===== src/rtl/elevator_pkg.sv =====
// elevator_pkg: shared state encoding and pending-call search helpers for elevator_ctrl.
package elevator_pkg;

    typedef enum logic [1:0] {
        ST_IDLE   = 2'd0,
        ST_MOVING = 2'd1,
        ST_DOOR   = 2'd2
    } state_e;

    // Widest floor count the search helpers cover; callers zero-extend into this width.
    localparam int unsigned MAX_FLOORS = 32;

    // True when any call is latched strictly above the given floor.
    function automatic logic any_above(input logic [MAX_FLOORS-1:0] pend,
                                       input int unsigned floor);
        logic hit;
        hit = 1'b0;
        for (int unsigned i = 0; i < MAX_FLOORS; i++) begin
            if (i > floor && pend[i]) hit = 1'b1;
        end
        return hit;
    endfunction

    // True when any call is latched strictly below the given floor.
    function automatic logic any_below(input logic [MAX_FLOORS-1:0] pend,
                                       input int unsigned floor);
        logic hit;
        hit = 1'b0;
        for (int unsigned i = 0; i < MAX_FLOORS; i++) begin
            if (i < floor && pend[i]) hit = 1'b1;
        end
        return hit;
    endfunction

endpackage


===== src/rtl/elev_cycle_timer.sv =====
// elev_cycle_timer: loadable down-counter, saturates at zero, done flags a zero count.
module elev_cycle_timer #(
    parameter int unsigned WIDTH = 3
) (
    input  logic             clk,
    input  logic             rst,
    input  logic             load,
    input  logic [WIDTH-1:0] load_val,
    input  logic             dec,
    output logic             done
);

    logic [WIDTH-1:0] count;
    logic [WIDTH-1:0] count_next;

    // Load has priority over decrement; decrement stops at zero.
    always_comb begin
        count_next = count;
        if (load) begin
            count_next = load_val;
        end else if (dec && count != '0) begin
            count_next = count - WIDTH'(1);
        end
    end

    // Count register with registered zero flag.
    always_ff @(posedge clk) begin
        if (rst) begin
            count <= '0;
            done  <= 1'b1;
        end else begin
            count <= count_next;
            done  <= (count_next == '0);
        end
    end

endmodule


===== src/rtl/elevator_ctrl.sv =====
// elevator_ctrl: N-floor SCAN elevator controller with cycle-timed travel and door dwell.
// Optional emergency stop (estop port and freeze logic) built when ELEV_ESTOP_EN is defined.
module elevator_ctrl
    import elevator_pkg::*;
#(
    parameter  int unsigned NUM_FLOORS  = 4,
    parameter  int unsigned MOVE_CYCLES = 4,
    parameter  int unsigned DOOR_CYCLES = 3,
    localparam int unsigned FLOOR_W     = (NUM_FLOORS > 1) ? $clog2(NUM_FLOORS) : 1
) (
    input  logic                  clk,
    input  logic                  rst,
    input  logic [NUM_FLOORS-1:0] req_mask,
`ifdef ELEV_ESTOP_EN
    input  logic                  estop,
`endif
    output logic [FLOOR_W-1:0]    cur_floor,
    output logic                  moving,
    output logic                  dir_up,
    output logic                  door_open,
    output logic [NUM_FLOORS-1:0] pending
);

    localparam int unsigned TIMER_MAX = (MOVE_CYCLES > DOOR_CYCLES) ? MOVE_CYCLES : DOOR_CYCLES;
    localparam int unsigned TIMER_W   = $clog2(TIMER_MAX + 1);

    state_e                  state;
    state_e                  state_next;
    logic [FLOOR_W-1:0]      floor_next;
    logic                    dir_next;
    logic                    t_load;
    logic [TIMER_W-1:0]      t_val;
    logic                    t_dec;
    logic                    t_done;
    logic                    eval;
    logic                    eval_hit;
    logic [FLOOR_W-1:0]      eval_floor;
    logic                    above;
    logic                    below;
    logic [NUM_FLOORS-1:0]   clear_mask;
    logic [NUM_FLOORS-1:0]   hold_mask;
    logic [NUM_FLOORS-1:0]   pending_next;
    logic                    freeze;
    logic                    estop_now;

`ifdef ELEV_ESTOP_EN
    logic halted;

    // Registered estop so the freeze and the moving output drop in the same cycle.
    always_ff @(posedge clk) begin
        if (rst) halted <= 1'b0;
        else     halted <= estop;
    end

    assign freeze    = halted;
    assign estop_now = estop;
`else
    assign freeze    = 1'b0;
    assign estop_now = 1'b0;
`endif

    // Shared move/door dwell timer.
    elev_cycle_timer #(
        .WIDTH (TIMER_W)
    ) u_timer (
        .clk      (clk),
        .rst      (rst),
        .load     (t_load),
        .load_val (t_val),
        .dec      (t_dec),
        .done     (t_done)
    );

    // Next-state, floor step, SCAN decision and pending-call update.
    always_comb begin
        state_next = state;
        floor_next = cur_floor;
        dir_next   = dir_up;
        t_load     = 1'b0;
        t_val      = '0;
        t_dec      = 1'b0;
        eval       = 1'b0;
        eval_hit   = 1'b0;
        eval_floor = cur_floor;
        clear_mask = '0;
        hold_mask  = '0;

        if (!freeze) begin
            case (state)
                ST_IDLE: begin
                    eval     = 1'b1;
                    eval_hit = pending[cur_floor];
                end
                ST_MOVING: begin
                    if (t_done) begin
                        floor_next = dir_up ? cur_floor + FLOOR_W'(1) : cur_floor - FLOOR_W'(1);
                        eval       = 1'b1;
                        eval_floor = floor_next;
                        eval_hit   = pending[floor_next] | req_mask[floor_next];
                    end else begin
                        t_dec = 1'b1;
                    end
                end
                ST_DOOR: begin
                    if (req_mask[cur_floor]) begin
                        t_load = 1'b1;
                        t_val  = TIMER_W'(DOOR_CYCLES - 1);
                    end else if (t_done) begin
                        eval     = 1'b1;
                        eval_hit = pending[cur_floor];
                    end else begin
                        t_dec = 1'b1;
                    end
                end
                default: state_next = ST_IDLE;
            endcase
        end

        above = any_above(MAX_FLOORS'(pending), 32'(eval_floor));
        below = any_below(MAX_FLOORS'(pending), 32'(eval_floor));

        if (eval) begin
            if (eval_hit) begin
                state_next = ST_DOOR;
                t_load     = 1'b1;
                t_val      = TIMER_W'(DOOR_CYCLES - 1);
            end else if (dir_up ? above : below) begin
                state_next = ST_MOVING;
                t_load     = 1'b1;
                t_val      = TIMER_W'(MOVE_CYCLES - 1);
            end else if (dir_up ? below : above) begin
                state_next = ST_MOVING;
                dir_next   = ~dir_up;
                t_load     = 1'b1;
                t_val      = TIMER_W'(MOVE_CYCLES - 1);
            end else begin
                state_next = ST_IDLE;
            end
        end

        if (!freeze && state_next == ST_DOOR) begin
            clear_mask = NUM_FLOORS'(1) << floor_next;
        end
        if (state == ST_DOOR) begin
            hold_mask = NUM_FLOORS'(1) << cur_floor;
        end
        pending_next = (pending | (req_mask & ~hold_mask)) & ~clear_mask;
    end

    // FSM state register.
    always_ff @(posedge clk) begin
        if (rst) state <= ST_IDLE;
        else     state <= state_next;
    end

    // Registered outputs: position, direction, calls and actuator commands.
    always_ff @(posedge clk) begin
        if (rst) begin
            cur_floor <= '0;
            dir_up    <= 1'b1;
            pending   <= '0;
            moving    <= 1'b0;
            door_open <= 1'b0;
        end else begin
            cur_floor <= floor_next;
            dir_up    <= dir_next;
            pending   <= pending_next;
            moving    <= (state_next == ST_MOVING) && !estop_now;
            door_open <= (state_next == ST_DOOR);
        end
    end

endmodule

===== config.mk =====
export PLATFORM = sky130hd
export DESIGN_NAME = elevator_ctrl
export DESIGN_NICKNAME = d
export VERILOG_FILES = /design/src/rtl/elevator_pkg.sv /design/src/rtl/elev_cycle_timer.sv /design/src/rtl/elevator_ctrl.sv
export SDC_FILE = /design/constraint.sdc
export NUM_CORES = 1
export LEC_CHECK = 0
export CORE_MARGIN = 2
export CORE_UTILIZATION = 53
export DETAILED_ROUTE_END_ITERATION = 10
export GPL_ROUTABILITY_DRIVEN = 0
export PLACE_DENSITY = 0.77
export SETUP_SLACK_MARGIN = 0.2
export SKIP_LAST_GASP = 1
export SYNTH_ARGS = -nofsm -noshare
export SYNTH_HDL_FRONTEND = slang
export SYNTH_SLANG_ARGS = --single-unit

===== constraint.sdc =====
create_clock -name clk -period 2.6 [get_ports clk]
set_input_delay 0.52 -clock clk [delete_from_list [all_inputs] [get_ports clk]]
set_output_delay 0.52 -clock clk [all_outputs]
set_load 0.02 [all_outputs]

# Yosys cells after proc, flatten, opt, wreduce, memory -nomap -nowiden
# Cells that the tools add are included.
# word_totals
wordCells	96
input_bits	6
ff_bits	15
out_inout_bits	9
# op_classes
bitwise	9
n_eq_ne	4
mux	50
order_cmp	8
shift	2
add_sub_neg	3
n_reduce_logical	12
# ops
operator	count
1-bit two-way mux	27
3-bit two-way mux	6
2-bit two-way mux	8
4-bit AND	2
1-bit binary-select mux with 2-bit select	4
4-bit two-way mux	2
4-bit inverter	2
1-bit by 2-bit << shifter with 4-bit output (first input constant)	2
1-bit logical AND	7
2-bit by 3-bit less-than comparator with 1-bit output (second input constant)	2
1-bit case mux with 3 select lines	2
2-bit by 1-bit == test with 1-bit output (second input constant)	2
2-bit == test (second input constant)	2
2-bit > comparator (first input constant)	2
1-bit by 2-bit less-than comparator with 1-bit output (first input constant)	2
4-bit OR	1
4-bit AND reduction	1
3-bit zero test	1
1-bit inverter	3
3-bit nonzero test	1
3-bit OR reduction	1
3-bit by 1-bit subtractor with 3-bit output (second input constant)	1
2-bit by 1-bit adder with 2-bit output (second input constant)	1
1-bit by 2-bit > comparator with 1-bit output (first input constant)	1
5 further kinds	5

# Logic depth before layout (Yosys ltp)
# logic_depth
depth_word	18
ltp_mapped	9

# By module
# A second synthesis with hierarchy kept.
# hier_totals
cells_unflattened	158
hier_area_um2	1214.9
# by_module_without_submodules
module	area_each_um2	instances	cells_each	seq_area_each_um2
elevator_ctrl	968.4	1	131	220.2
elev_cycle_timer	246.5	1	27	80.1

# Worst setup path after synthesis
# No wires, ideal clock.
# synth_timing
kind	register to register
startpoint	reg cur_floor[0]
endpoint	reg dir_up
arrival_ns	1.982
required_ns	2.521
synth_period_minus_slack_ns	2.061
setup_slack_ns	0.539
path_buffers	0
stages_incl_launch_ff	7
cell_sequence	dfxtp_1 mux2_2 o22ai_4 o31ai_2 or3b_1 or2_1 o211ai_1
# synth_between
elab_chain_cells	12
word_cells_on_any_way	43
cone_classes	add/sub: 2; order compare: 6; mux: 25; bitwise: 3; reduce/logical: 7
# synth_lines
element	line_no	source
from (decl)	elevator_ctrl.sv:17	output logic [FLOOR_W-1:0] cur_floor,
from (signal assigned)	elevator_ctrl.sv:165	cur_floor <= floor_next;
2-bit by 1-bit subtractor with 2-bit output or 2-bit by 1-bit adder with 2-bit output (tied branches)	elevator_ctrl.sv:96	floor_next = dir_up ? cur_floor + FLOOR_W'(1) : cur_floor - FLOOR_W'(1);
2-bit two-way mux	elevator_ctrl.sv:96	
2-bit two-way mux	elevator_ctrl.sv:95	if (t_done) begin
2-bit two-way mux	elevator_ctrl.sv:89	case (state)
1-bit by 2-bit less-than comparator with 1-bit output or 1-bit by 2-bit > comparator with 1-bit output (tied branches)	elevator_pkg.sv:30, elevator_pkg.sv:19	
1-bit logical AND, on equally long branches	elevator_pkg.sv:30, elevator_pkg.sv:19	
1-bit two-way mux, on equally long branches (3 in a row)	elevator_pkg.sv:30, elevator_pkg.sv:19	
1-bit two-way mux	elevator_ctrl.sv:127	end else if (dir_up ? above : below) begin
1-bit inverter (no source line)	n/a	
4-bit AND reduction (no source line) (*)	n/a	
to (signal assigned)	elevator_ctrl.sv:166	dir_up <= dir_next;
to (decl)	elevator_ctrl.sv:19	output logic dir_up,
# Every way passes the cells marked *; elsewhere a longest branch is shown, timed or not. The select of a mux whose other input is x is not followed.
# A chain may end at the register's enable or synchronous reset.

# Worst setup path after layout
# layout_timing
startpoint	in req_mask[3]
endpoint	reg dir_up
# layout_between
elab_chain_cells	7
word_cells_on_any_way	12
cone_classes	mux: 9; bitwise: 2; reduce/logical: 1
# layout_lines
element	line_no	source
from (decl)	elevator_ctrl.sv:13	input logic [NUM_FLOORS-1:0] req_mask,
1-bit binary-select mux with 2-bit select	elevator_ctrl.sv:99	eval_hit = pending[floor_next] | req_mask[floor_next];
1-bit two-way mux (implied by the code)	elevator_ctrl.sv:99	
1-bit OR	elevator_ctrl.sv:99	
1-bit two-way mux	elevator_ctrl.sv:95	
1-bit case mux with 3 select lines	elevator_ctrl.sv:89	
1-bit inverter (no source line)	n/a	
4-bit AND reduction (no source line) (*)	n/a	
# Marks and branches as above.

==> results <==
-- per-layer routing --
metal	vias up	global-route usage (%)
met5	-	0
met4	0	7.018
met3	4	5.460
met2	26	34.40
met1	510	33.93
li1	569	-
-- flip-flops by register name, indices dropped and copies added, names as in the netlist --
| register | flops |
|---|---|
| u_timer.done | 1 |
| moving | 1 |
| state | 2 |
| cur_floor | 2 |
| u_timer.count | 3 |
| door_open | 1 |
| pending | 4 |
| dir_up | 1 |
-- repair_timing --
item                                   in CTS  in global routing
setup endpoints to repair                   0                  3
resized for setup                           0                  3
buffers inserted                            0                  0
endpoints found under the hold margin       0                  0
-- cells by family (layout without fill, tap and decap cells) --
family                     Yosys count  after routing  share of synthesized area [%]
adders and majority gates            7              7                          7.291
DFF                                 15             15                          25.00
muxes                                5              5                          5.833
xor gates and xnor gates             7              7                          5.729
and+or+nand+nor                     48             48                          20.00
buffers and inverters               20             32                          7.291
AOI/OAI and AO/OA                   48             48                          28.85
-- report_power, final --
part	internal, mW	leakage [nW]	switching, mW
Combinational	0.466	0.380	0.551
Clock	0.0571	0.0177	0.0780
Sequential	0.311	0.125	0.117
Total	0.834	0.523	0.746
-- synth_stat cells (all sizes together) (3+ instances only) --
master and n:
a211oi 4, a21oi 10, a221oi 4, buf 6, clkbuf 4, dfxtp 15, ha 7, inv 10
mux2 3, nand2 12, nand2b 3, nand3 4, nor2 11, nor3 5, o21ai 11, o22ai 5
o31ai 3, or2 3, xnor2 6
-- worst min-delay path, cell delays in order, from the launching register on --
cell and delay [ps]:
dfxtp_1 420, inv_1 90, a221oi_1 70
-- through the flow --
stage | cells | util (%)
floorplan | 150 | -
global placement | 186 | 62.51
detailed placement | 186 | 62.51
CTS | 190 | 63.78
global route | 190 | 64.01
finish | 190 | 64.01
-- final timing paths --
path,to,from,cells past startpoint
setup / recovery,dir_up,req_mask[3],7
hold / removal,pending[2],pending[2],2
setup reg to reg,dir_up,state[1],8
hold reg to reg,pending[2],pending[2],2
-- area by class of cell --
| cell class | instances | area, um^2 |
|---|---|---|
| clock buffers | 3 | 22.52 |
| clock inverters | 1 | 5.005 |
| fillers | 191 | 780.7 |
| well taps | 28 | 35.03 |
| flip-flops and latches | 15 | 301.5 |
| repair buffers | 18 | 170.2 |
| multi-input cells | 115 | 817.0 |
| inverters | 10 | 37.54 |
==> metrics.md <==
| Metric | Value |
|---|---|
| Outcome | finished clean |
| Ys flop type | dfxtp_1 |
| Placed Area | 0.001356 mm^2 |
| Drt wl/cell | 14.64 um |
| Startpoint Class | input pin |
| Die Height | 51.61 um |
| Number of global-route vias before repair | 1021 |
| Met2 wire length | 1.196 mm |
| Largest net degree at the start of global routing | 19 |
| Setup TNS | 0 ps |
| Final Hold Viols | 0 |
| Clk pin slew, worst setup/hold paths | 100 ps |
| Total power | 1.580 mW |
| PD cells | 1138 mW/mm^2 |
| Antenna Cells | 0 |
| Antenna violations before repair | 0 |
| Worst path cell trace | clkdlybuf4s50_1, mux2_4, o22ai_4, o31ai_2, or3b_1, or2_1, o211ai_1 |
| Via density per instance | 5.837 |
| Cell area after synthesis | 0.001201 mm^2 |
| Die Area | 0.002663 mm^2 |
| Top cells by area, synth | dfxtp_1 25%, ha_1 7.3%, a21oi_1 4.2%, o21ai_0 4.2%, nand2_1 3.8% |
| Leakage power | 0.5228 nW |
| Min-delay worst type | reg -> reg |
| Post-route clock period utilization | 86.21% |
| Nets@finish | 176 |
| Top routing layer used | met4 |
| Max-slew headroom | 64.55% |
| GRT overflow | 0 |
| Min cycle time layout | 2241 ps |
| Max IR drop VDD | 883.0 uV |
| Max incr delay on CP | 450 ps |
| # hold bufs at CTS | 0 |
| Core Area | 0.002170 mm^2 |
| Initial DRC count | 20 |
| R2R Setup Slk | 390 ps |
| WL met1 | 1.472 mm |
| Cell accounting for the most synthesized area | dfxtp_1 |
| CP max-delay cell | clkdlybuf4s50_1 |
| Worst hold slack | 624.8 ps |
| FP Rows | 17 |
| Post-synthesis cell type count | 48 |
| CP bufs+invs | 1 |
| # setup viols final | 0 |
| Effective utilization at floorplan | 55.36% |
| CTS H-tree depth | 1 |
| DRC Markers | 0 |
| Die Width | 51.61 um |
| Clock skew | 5.450 ps |
| Register area share after synthesis | 25.00% |
| Final Instance Area | 0.001389 mm^2 |
| Post-Syn Nets | 163 |
| Overall Global Routing Usage | 23.45% |
| Routed wire length | 2.782 mm |
| Clk buf depth | 2 |
| Crit path DAT | 2450 ps |
| Critical Path RT | 2810 ps |
| First-pass GRT wire length | 4.733 mm |
| Async SR Flop Fraction | 0% |
| CTS tree | done |
| DP HPWL | 2.056 mm |
| Crit-path max FO | 4 |
| First-pass DRT Iterations | 4 |
| Max Cap Viol | 0 |
| Final number of max-transition violations | 0 |
| Avg Synthesized Cell Area | 8.008 um^2 |
| Routed via count | 1109 |
| Most frequent cells in the layout | 14 x dfxtp_1, 14 x clkdlybuf4s50_1, 12 x nand2_1, 11 x nor2_1 |
| I/O Buffers | 14 |
| RSZ-0062 raised after global routing | false |
| Post-synth EDFFs | 0 |
| Clock root cell | clkbuf_4 |
| Yosys warning total | 0 |
| Slew @ Worst Pin | 531.8 ps |
| Worst setup EP type | register |
| Met3 Wirelength | 82 um |
| Share of cells above drive strength 1 | 12.96% |
| Worst-Skew Late Latency | 280 ps |
| Final ANT Viol Nets | 0 |
| I/O Pins | 15 |
| Crit Path Category | in -> reg |
| Area Growth Syn to Fin | 15.62% |
| Post-Synthesis Cells | 150 |
| Seq cells post-synth | 15 |
| TritonCTS Buffers | 3 |
| Area fraction of the dominant cell type after synthesis | 25.00% |
| Worst slack at placement | 69.67 ps |
| Max Clock Freq | 0.4462 GHz |
| Top Family by Delay on Critical Path | simple AND/OR/NAND/NOR gates |
| TritonCTS Sinks | 15 |
| Final worst slack | 358.6 ps |
(Power assumes the default switching activity.)
